## src/rtl/puf_dump_ctrl_if.sv

```systemverilog
// puf_dump_ctrl_if: host UART and PUF RAM signals of the readout controller
interface puf_dump_ctrl_if #(
  parameter int RAM_DW = 16,
  parameter int RAM_AW = 13
);
  logic              uart_rx_ready;
  logic [7:0]        uart_rx_data;
  logic              uart_tx_ready;
  logic [7:0]        uart_tx_data;
  logic              uart_tx_enable;
  logic [RAM_AW-1:0] ram_raddr;
  logic [RAM_DW-1:0] ram_rdata;
  logic              busy;
  logic              done;
  modport master (
    input  uart_rx_ready, uart_rx_data, uart_tx_ready, ram_rdata,
    output uart_tx_data, uart_tx_enable, ram_raddr, busy, done
  );
  modport slave (
    output uart_rx_ready, uart_rx_data, uart_tx_ready, ram_rdata,
    input  uart_tx_data, uart_tx_enable, ram_raddr, busy, done
  );
endinterface

```

## src/rtl/puf_dump_ctrl.sv

```systemverilog
// puf_dump_ctrl: SRAM-PUF readout controller streaming full or partial RAM byte dumps to a UART
module puf_dump_ctrl #(
  parameter int         RAM_DW     = 16,
  parameter int         RAM_AW     = 13,
  parameter logic [7:0] CMD_FULL   = 8'h73,
  parameter logic [7:0] CMD_PART   = 8'h70,
  parameter bit         APPEND_XOR = 1'b1
) (
  input logic clk,
  input logic rst,
  puf_dump_ctrl_if.master bus
);
  localparam int LB = $clog2(RAM_DW / 8);
  localparam int BAW = RAM_AW + LB;
  localparam logic [16:0] NBYTES = 17'd1 << BAW;
  typedef enum logic [3:0] {INIT, IDLE, ARGS, MEMWAIT, LOAD, SEND, WAITTX, NEXT, CSUM} state_t;
  state_t state;
  logic [BAW-1:0] idx, idx_nx, lane;
  logic [16:0] cnt;
  logic [15:0] cnt_arg;
  logic [7:0] xsum, cur;
  logic [23:0] args;
  logic [1:0] argn;
  logic skip, last;
  always_comb begin
    idx_nx = idx + BAW'(1);
    lane = idx & BAW'(RAM_DW / 8 - 1);
    cur = 8'(bus.ram_rdata >> {lane, 3'b000});
    cnt_arg = {args[7:0], bus.uart_rx_data};
  end
  always_ff @(posedge clk or posedge rst)
    if (rst) begin
      state <= INIT;
      bus.uart_tx_enable <= 1'b0;
      bus.uart_tx_data <= 8'h00;
      bus.ram_raddr <= '0;
      bus.busy <= 1'b0;
      bus.done <= 1'b0;
      idx <= '0;
      cnt <= '0;
      xsum <= 8'h00;
      args <= '0;
      argn <= '0;
      skip <= 1'b0;
      last <= 1'b0;
    end else begin
      bus.uart_tx_enable <= 1'b0;
      bus.done <= 1'b0;
      case (state)
        INIT: begin
          bus.uart_tx_enable <= 1'b1;
          state <= IDLE;
        end
        IDLE:
          if (bus.uart_rx_ready && (bus.uart_rx_data == CMD_FULL || bus.uart_rx_data == CMD_PART)) begin
            xsum <= 8'h00;
            bus.busy <= 1'b1;
            last <= 1'b0;
            argn <= '0;
            idx <= '0;
            cnt <= NBYTES;
            bus.ram_raddr <= '0;
            state <= bus.uart_rx_data == CMD_FULL ? MEMWAIT : ARGS;
          end
        ARGS:
          if (bus.uart_rx_ready) begin
            argn <= argn + 2'd1;
            args <= {args[15:0], bus.uart_rx_data};
            if (argn == 2'd3) begin
              idx <= BAW'(args[23:8]);
              cnt <= {1'b0, cnt_arg};
              bus.ram_raddr <= RAM_AW'(args[23:8] >> LB);
              if (cnt_arg != 16'd0) state <= MEMWAIT;
              else begin
                state <= APPEND_XOR ? CSUM : IDLE;
                bus.busy <= APPEND_XOR;
                bus.done <= !APPEND_XOR;
              end
            end
          end
        MEMWAIT: state <= LOAD;
        LOAD:
          if (bus.uart_tx_ready) begin
            bus.uart_tx_data <= cur;
            xsum <= xsum ^ cur;
            bus.uart_tx_enable <= 1'b1;
            state <= SEND;
          end
        SEND: begin
          skip <= 1'b1;
          state <= WAITTX;
        end
        WAITTX: begin
          skip <= 1'b0;
          if (!skip && bus.uart_tx_ready) begin
            state <= last ? IDLE : NEXT;
            bus.busy <= !last;
            bus.done <= last;
          end
        end
        NEXT: begin
          cnt <= cnt - 17'd1;
          if (cnt == 17'd1) begin
            state <= APPEND_XOR ? CSUM : IDLE;
            bus.busy <= APPEND_XOR;
            bus.done <= !APPEND_XOR;
          end else begin
            idx <= idx_nx;
            bus.ram_raddr <= RAM_AW'(idx_nx >> LB);
            state <= MEMWAIT;
          end
        end
        CSUM:
          if (bus.uart_tx_ready) begin
            bus.uart_tx_data <= xsum;
            bus.uart_tx_enable <= 1'b1;
            last <= 1'b1;
            state <= SEND;
          end
        default: state <= INIT;
      endcase
    end
endmodule

```

## src/flat_wrapper.sv

```systemverilog
// flat-port wrapper written by rule: the top's interface ports become plain ports
module puf_dump_ctrl_flat 
#(
  parameter int         RAM_DW     = 16,
  parameter int         RAM_AW     = 13,
  parameter logic [7:0] CMD_FULL   = 8'h73,
  parameter logic [7:0] CMD_PART   = 8'h70,
  parameter bit         APPEND_XOR = 1'b1
)
  (clk, rst, bus_uart_rx_ready, bus_uart_rx_data, bus_uart_tx_ready, bus_ram_rdata, bus_uart_tx_data, bus_uart_tx_enable, bus_ram_raddr, bus_busy, bus_done);
  puf_dump_ctrl_if #(.RAM_DW(RAM_DW), .RAM_AW(RAM_AW)) bus_i ();
  input logic clk;
  input logic rst;
  input wire logic [$bits(bus_i.uart_rx_ready)-1:0] bus_uart_rx_ready;
  input wire logic [$bits(bus_i.uart_rx_data)-1:0] bus_uart_rx_data;
  input wire logic [$bits(bus_i.uart_tx_ready)-1:0] bus_uart_tx_ready;
  input wire logic [$bits(bus_i.ram_rdata)-1:0] bus_ram_rdata;
  output wire logic [$bits(bus_i.uart_tx_data)-1:0] bus_uart_tx_data;
  output wire logic [$bits(bus_i.uart_tx_enable)-1:0] bus_uart_tx_enable;
  output wire logic [$bits(bus_i.ram_raddr)-1:0] bus_ram_raddr;
  output wire logic [$bits(bus_i.busy)-1:0] bus_busy;
  output wire logic [$bits(bus_i.done)-1:0] bus_done;
  assign bus_i.uart_rx_ready = bus_uart_rx_ready;
  assign bus_i.uart_rx_data = bus_uart_rx_data;
  assign bus_i.uart_tx_ready = bus_uart_tx_ready;
  assign bus_i.ram_rdata = bus_ram_rdata;
  assign bus_uart_tx_data = bus_i.uart_tx_data;
  assign bus_uart_tx_enable = bus_i.uart_tx_enable;
  assign bus_ram_raddr = bus_i.ram_raddr;
  assign bus_busy = bus_i.busy;
  assign bus_done = bus_i.done;
  puf_dump_ctrl #(.RAM_DW(RAM_DW), .RAM_AW(RAM_AW), .CMD_FULL(CMD_FULL), .CMD_PART(CMD_PART), .APPEND_XOR(APPEND_XOR)) u_core (.clk(clk), .rst(rst), .bus(bus_i));
endmodule
```

## config.mk

```make
export PLATFORM = sky130hd
export DESIGN_NAME = puf_dump_ctrl_flat
export DESIGN_NICKNAME = d
export VERILOG_FILES = /design/src/rtl/puf_dump_ctrl_if.sv /design/src/rtl/puf_dump_ctrl.sv /design/src/flat_wrapper.sv
export SDC_FILE = /design/constraint.sdc
export NUM_CORES = 1
export LEC_CHECK = 0
export ABC_AREA = 1
export CAP_MARGIN = 25
export CELL_PAD_IN_SITES_DETAIL_PLACEMENT = 1
export CELL_PAD_IN_SITES_GLOBAL_PLACEMENT = 2
export CORE_ASPECT_RATIO = 2
export CORE_MARGIN = 8
export CORE_UTILIZATION = 32
export CTS_BUF_LIST = sky130_fd_sc_hd__clkbuf_16
export CTS_CLUSTER_SIZE = 8
export DETAILED_ROUTE_END_ITERATION = 10
export PLACE_DENSITY_LB_ADDON = 0.1
export SLEW_MARGIN = 15
export SYNTH_ARGS = -nofsm -noshare
export SYNTH_HDL_FRONTEND = slang
export SYNTH_SLANG_ARGS = --single-unit
```

## constraint.sdc

```tcl
create_clock -name clk -period 3.08 [get_ports clk]
set_input_delay 0.77 -clock clk [delete_from_list [all_inputs] [get_ports clk]]
set_output_delay 0.77 -clock clk [all_outputs]
set_load 0.01 [all_outputs]
```

==> flow_summary.json, run 1 <==
{
  "hp-class": "register to register",
  "cts_setup_buffers": 0,
  "worstPathRequired_ns": 3.36,
  "clk_pin_slew_ns": 0.07,
  "num_vias": 4558,
  "grt_max_degree": 41,
  "final_cell_mix": "259 x nand2_1, 80 x dfrtp_1, 68 x nor2_1",
  "gp_congestion": 0.821,
  "cts_hold_buf": 0,
  "syn_inst": 690,
  "fmax_mhz": 432,
  "ys_warn_count": 0,
  "setup_tns_ns": 0,
  "dr.max_layer_used": "met4",
  "cts_buffers": 9,
  "grt_pass1_vias": 5101,
  "rsz0062_at_grt": "no",
  "cp_cell_sequence": "clkdlybuf4s50_1 > nor2_1 > nand2_1 > nand2_1 > nand2_1 > nand2_2 > nand3_4 > nor2_4 > nand2_1 > nand2_1",
  "firstDrtPassIters": 4,
  "wl_um": 16000,
  "path_common_cell": "nand2_1",
  "startpoint": "bus_uart_rx_data[2]",
  "max-slew-margin-rel_pct": 42.8,
  "wl_met1_um": 5970,
  "hold_violations": 0,
  "ctsResizeCount": 0,
  "crit_buf_inv": 1,
  "critPathLaunchType": "primary input",
  "critical-path-top-delay-family": "simple AND/OR/NAND/NOR gates",
  "grt_overflow": 0,
  "setup_ws_ns": 0.766,
  "reg2reg_from": "u_core.state[0]$_DFFE_PP0P_",
  "final_util_pct": 38.9,
  "peakVddDrop_mv": 0.417,
  "ctsRootBufferMaster": "clkbuf_16",
  "max_slew.worst_pin.slew_ns": 0.851,
  "wl_met3_um": 398,
  "grt_antenna_before_repair": 0,
  "grt.total_usage_pct": 17.7,
  "fin_crit_ns": 2.31,
  "cts_tree": "built",
  "final_common_cell": "nand2_1",
  "min_from": "u_core.skip$_DFFE_PP0P_",
  "start_util_pct": 32.4,
  "ant_nets": 0,
  "status": "complete, no violations",
  "synthDistinctLibCells": 33,
  "drt_iter0_markers": 97,
  "yosysSeqAreaShare_pct": 41.9,
  "layout.cells.non_filler": 932,
  "nets": 764,
  "clock_latency_ns": 0.34,
  "slowest_stage": "clkdlybuf4s50_1",
  "areaGrowthSynthToFinish_pct": 20.2,
  "synth_area_mm2": 0.00478,
  "die_w_um": 102,
  "p_per_area_mw_per_mm2": 1030,
  "ys_top_cells_by_area": "dfrtp_1 42%, nand2_1 20%, o21ai_0 6.2%",
  "cp.arrival_ns": 2.60,
  "fin_crit_sh_pct": 75.1,
  "cts.sinks": 80,
  "grt_pass1_wl_um": 26400,
  "syn-mean-instance-area_um2": 6.92,
  "cap_violations": 0,
  "routed-wl-met2_um": 9120,
  "yosys.area.top_type": "dfrtp_1",
  "wl_per_cell_um": 17.2,
  "place_ws_ns": 0.370,
  "ios": 52,
  "critPathMaxFanout": 14,
  "num_rows": 63,
  "core_mm2": 0.0147,
  "n_antenna_cell": 0,
  "die-area_mm2": 0.0193,
  "crit_path_end_kind": "register",
  "critical-path-max-stage-delay_ns": 0.50,
  "htreeDepth": 3,
  "crit_type": "primary input to register",
  "clock_skew_ns": 0.00825,
  "power_leakage_nw": 2.77,
  "clockBufferDepth": 2,
  "power.total_w": 0.00590,
  "port_buffers": 51,
  "syn_nets": 722,
  "layout-drive-gt1-share_pct": 6.38,
  "dp_cells": 916,
  "drc": 0,
  "ys_seq_elements": 80,
  "setup-violations-final": 0,
  "dpl.hpwl_um": 12400,
  "die_h_um": 189,
  "report.final.slew_viol_count": 0,
  "vias_per_cell": 4.89,
  "synthDominantCellAreaShare_pct": 41.9
}
==> metrics by stage <==
| stage | instance area, µm² | hold WS (ns) |
|---|---|---|
| final | 5740 | 0.472 |
| after global routing | 5740 | 0.497 |
| after CTS | 5740 | 0.478 |
| after detailed placement | 5420 | 0.462 |
| after global placement | 5420 | 0.458 |
| after floorplan | 4780 | 0.437 |
==> final cells by class <==
class,instances,area (µm²)
Clock buffer,9,225
Fill cell,1900,9000
Inverter,74,282
Sequential cell,80,2000
Tap cell,195,244
Clock inverter,7,93.8
Multi-Input combinational cell,504,2280
Timing Repair Buffer,63,613
==> routing by layer <==
metal	GRT usage, %	vias up
met2	33.6	69
met4	8.54	0
met1	17.5	2202
met5	0	-
met3	3.14	36
li1	-	2251
==> power by group <==
| group | internal [W] | total, W | leakage [nW] | switching (W) |
|---|---|---|---|---|
| registers | 0.00148 | 0.00188 | 1.04 | 0.000394 |
| logic | 0.000990 | 0.00285 | 1.58 | 0.00186 |
| clock network | 0.000711 | 0.00118 | 0.153 | 0.000473 |
==> worst paths after layout <==
check	to	slack, ns	cells after the start
max	u_core.bus.ram_raddr[10]$_DFFE_PP0P_	0.77	10
min	u_core.skip$_DFFE_PP0P_	0.47	2
max reg2reg	u_core.args[17]$_DFFE_PP0P_	0.81	7
min reg2reg	u_core.skip$_DFFE_PP0P_	0.47	2
max in group asynchronous	u_core.bus.uart_tx_data[2]$_DFFE_PP0P_	1.69	3
min in group asynchronous	u_core.bus.ram_raddr[4]$_DFFE_PP0P_	0.74	2
==> worst reg2reg max path, delay by kind of cell, from the launching register on <==
kind	cells	cell delay, ns
flip-flops	1	0.46
buffers and inverters	3	1.19
AND/OR/NAND/NOR	3	0.29
AO/OA/AOI/OAI	1	0.19
==> cells by family (layout without fill, tap and decap cells) <==
family	count (synthesis)	in the layout	share of synthesized area, %
AND/OR/NAND/NOR	398	398	34.7
buffers and inverters	106	153	10.3
AO/OA/AOI/OAI	94	94	10.6
flip-flops	80	80	41.9
XOR/XNOR	8	8	1.47
adder cells (fa/ha/maj)	4	4	1.05
==> state kept, by name, summed over array words and instances (netlist names) <==
name and flops:
u_core.argn 2, u_core.args 22, u_core.bus.busy 1, u_core.bus.done 1
u_core.bus.ram_raddr 13, u_core.bus.uart_tx_data 8, u_core.bus.uart_tx_enable 1, u_core.cnt 17
u_core.idx 1, u_core.last 1, u_core.skip 1, u_core.state 4
u_core.xsum 8
==> cell usage after synthesis (all sizes together) <==
master	number
o31ai	1
inv	73
dfrtp	80
o211ai	1
clkinv	1
nand2	261
nand3	40
or2	1
xnor2	8
nand3b	8
o22ai	6
nor2	76
nand4	5
nor3	6
nor4	1
clkbuf	5
ha	4
a21oi	6
o21ai	72
buf	27
a31oi	8
Note: power is estimated with default switching activity, not from simulation.
==> inputs of run 2 (changes only) <==
- clock period: 3.08 -> 2.3 ns (I/O delays scaled with it)
==> run 2 against run 1 <==
Compared with the run above:
- cell count rose by 1.3%
- die area unchanged
- power is 33% higher
- via count up 0.77%
- non-clock buffer count increased by 13
- clock skew is 0.00084 ns lower
- core utilization increased by 0.71 points
- sequential cell count unchanged
- final area grew 1.8%
- largest power group unchanged
- first-iteration DRC count grew 53%
- largest cell class unchanged
==> flow_summary.json, run 2 (synthesis results as in run 1) <==
{
  "ctsResizeCount": 0,
  "dpl.hpwl_um": 11900,
  "ctsRootBufferMaster": "clkbuf_16",
  "wl_um": 15400,
  "n_antenna_cell": 0,
  "cap_violations": 0,
  "clock_latency_ns": 0.34,
  "drc": 0,
  "worstPathRequired_ns": 2.57,
  "largest_reg_flops": 22,
  "vias_per_cell": 4.87,
  "htreeDepth": 3,
  "start_util_pct": 32.4,
  "clock_skew_ns": 0.00740,
  "layout-drive-gt1-share_pct": 8.01,
  "num_rows": 63,
  "clk_pin_slew_ns": 0.06,
  "setup-violations-final": 0,
  "peakVddDrop_mv": 0.435,
  "p_per_area_mw_per_mm2": 1350,
  "crit_path_end_kind": "register",
  "gp_congestion": 0.854,
  "hold_violations": 0,
  "status": "complete, no violations",
  "cp.arrival_ns": 2.35,
  "r2r-end": "u_core.args[19]$_DFFE_PP0P_",
  "regMostFlops": "u_core.args",
  "num_vias": 4593,
  "firstDrtPassIters": 4,
  "rsz0062_at_grt": "no",
  "hp-class": "register to register",
  "die_w_um": 102,
  "areaGrowthSynthToFinish_pct": 22.4,
  "register_area_mm2": 0.00200,
  "grt_overflow": 0,
  "ant_nets": 0,
  "cts_buffers": 9,
  "power_leakage_nw": 2.83,
  "fin_crit_sh_pct": 90.4,
  "multi_input_area_mm2": 0.00228,
  "die_h_um": 189,
  "crit_type": "primary input to register",
  "drt_iter0_markers": 148,
  "critPathMaxFanout": 5,
  "report.final.slew_viol_count": 0,
  "setup_ws_ns": 0.221,
  "cts.sinks": 80,
  "die-area_mm2": 0.0193,
  "fin_crit_ns": 2.08,
  "cp-endpoint": "u_core.state[3]$_DFFE_PP0P_",
  "grt_antenna_before_repair": 0,
  "r2r_cells": 8,
  "fillers": 1914,
  "reg2reg_from": "u_core.state[0]$_DFFE_PP0P_",
  "clockBufferDepth": 2,
  "grt.total_usage_pct": 17.1,
  "core_mm2": 0.0147,
  "grt_max_degree": 34,
  "top_regs": "u_core.args (22), u_core.cnt (17), u_core.bus.ram_raddr (13)",
  "ios": 52,
  "grt_pass1_vias": 5010,
  "wl_per_cell_um": 16.3,
  "final_util_pct": 39.7,
  "max-slew-margin-rel_pct": 57.7,
  "startpoint": "bus_uart_rx_data[4]",
  "cts_tree": "built",
  "place_ws_ns": -0.142,
  "critPathLaunchType": "primary input",
  "fmax_mhz": 481,
  "nets": 777,
  "cts_setup_buffers": 0,
  "max_slew.worst_pin.slew_ns": 0.634,
  "port_buffers": 51,
  "reg2reg_slack_ns": 0.35,
  "final_cell_mix": "259 x nand2_1, 80 x dfrtp_1, 68 x nor2_1",
  "final_common_cell": "nand2_1",
  "grt_pass1_wl_um": 25800,
  "cts_hold_buf": 0
}
## run 2: report_power, final
group / internal (W) / switching (W) / total [W] / leakage (nW)
registers: 0.00198 / 0.000508 / 0.00249 / 1.04
clock network: 0.000832 / 0.000612 / 0.00144 / 0.141
logic: 0.00147 / 0.00246 / 0.00393 / 1.65
total: 0.00428 / 0.00358 / 0.00787 / 2.83
## run 2: worst max-delay path, cell delays in order
cell and delay (ns):
clkdlybuf4s50_1 0.51, nand2_1 0.11, nor3_1 0.20, nand2_1 0.12, nand2_2 0.14, nand2_1 0.12, nor2_1 0.29, o21ai_0 0.20
nand2_1 0.09
## run 2: metrics by stage
stage / hold slack [ns] / setup TNS (ns) / area, µm² / total power, W / instances
after global routing: 0.490 / 0 / 5850 / 0.00857 / 944
after global placement: 0.458 / -0.284 / 5560 / 0.00640 / 929
after CTS: 0.478 / 0 / 5850 / 0.00800 / 944
after floorplan: 0.437 / 0 / 4780 / 0.00508 / 690
final: 0.469 / 0 / 5850 / 0.00787 / 944
after detailed placement: 0.462 / -0.397 / 5560 / 0.00651 / 929
## run 2: area by class of cell
cell class	instances	share of cell area, %
sequential	80	34.2
tap	195	4.17
multi-input combinational	504	39.0
clock inverter	6	1.05
inverter	74	4.86
timing repair buffer	76	12.8
clock buffer	9	3.85
## run 2: worst min path at each step
stage / from / endpoint / slack [ns] / cells past startpoint
finish: u_core.bus.busy$_DFFE_PP0P_ / u_core.bus.busy$_DFFE_PP0P_ / 0.47 / 2
floorplan: u_core.skip$_DFFE_PP0P_ / u_core.skip$_DFFE_PP0P_ / 0.44 / 2
CTS: u_core.bus.busy$_DFFE_PP0P_ / u_core.bus.busy$_DFFE_PP0P_ / 0.48 / 2
global route: u_core.bus.busy$_DFFE_PP0P_ / u_core.bus.busy$_DFFE_PP0P_ / 0.49 / 2
global placement: u_core.bus.busy$_DFFE_PP0P_ / u_core.bus.busy$_DFFE_PP0P_ / 0.46 / 2
detailed placement: u_core.bus.busy$_DFFE_PP0P_ / u_core.bus.busy$_DFFE_PP0P_ / 0.46 / 2
## run 2: layer usage
metal  track usage [%]  vias up  part of all wire, %
li1                  -     2271                    -
met1              18.6     2252                   40
met2              31.7       52                   56
met3              2.14       18                  2.0
met4              6.55        0                  2.4
met5                 0        -                    0
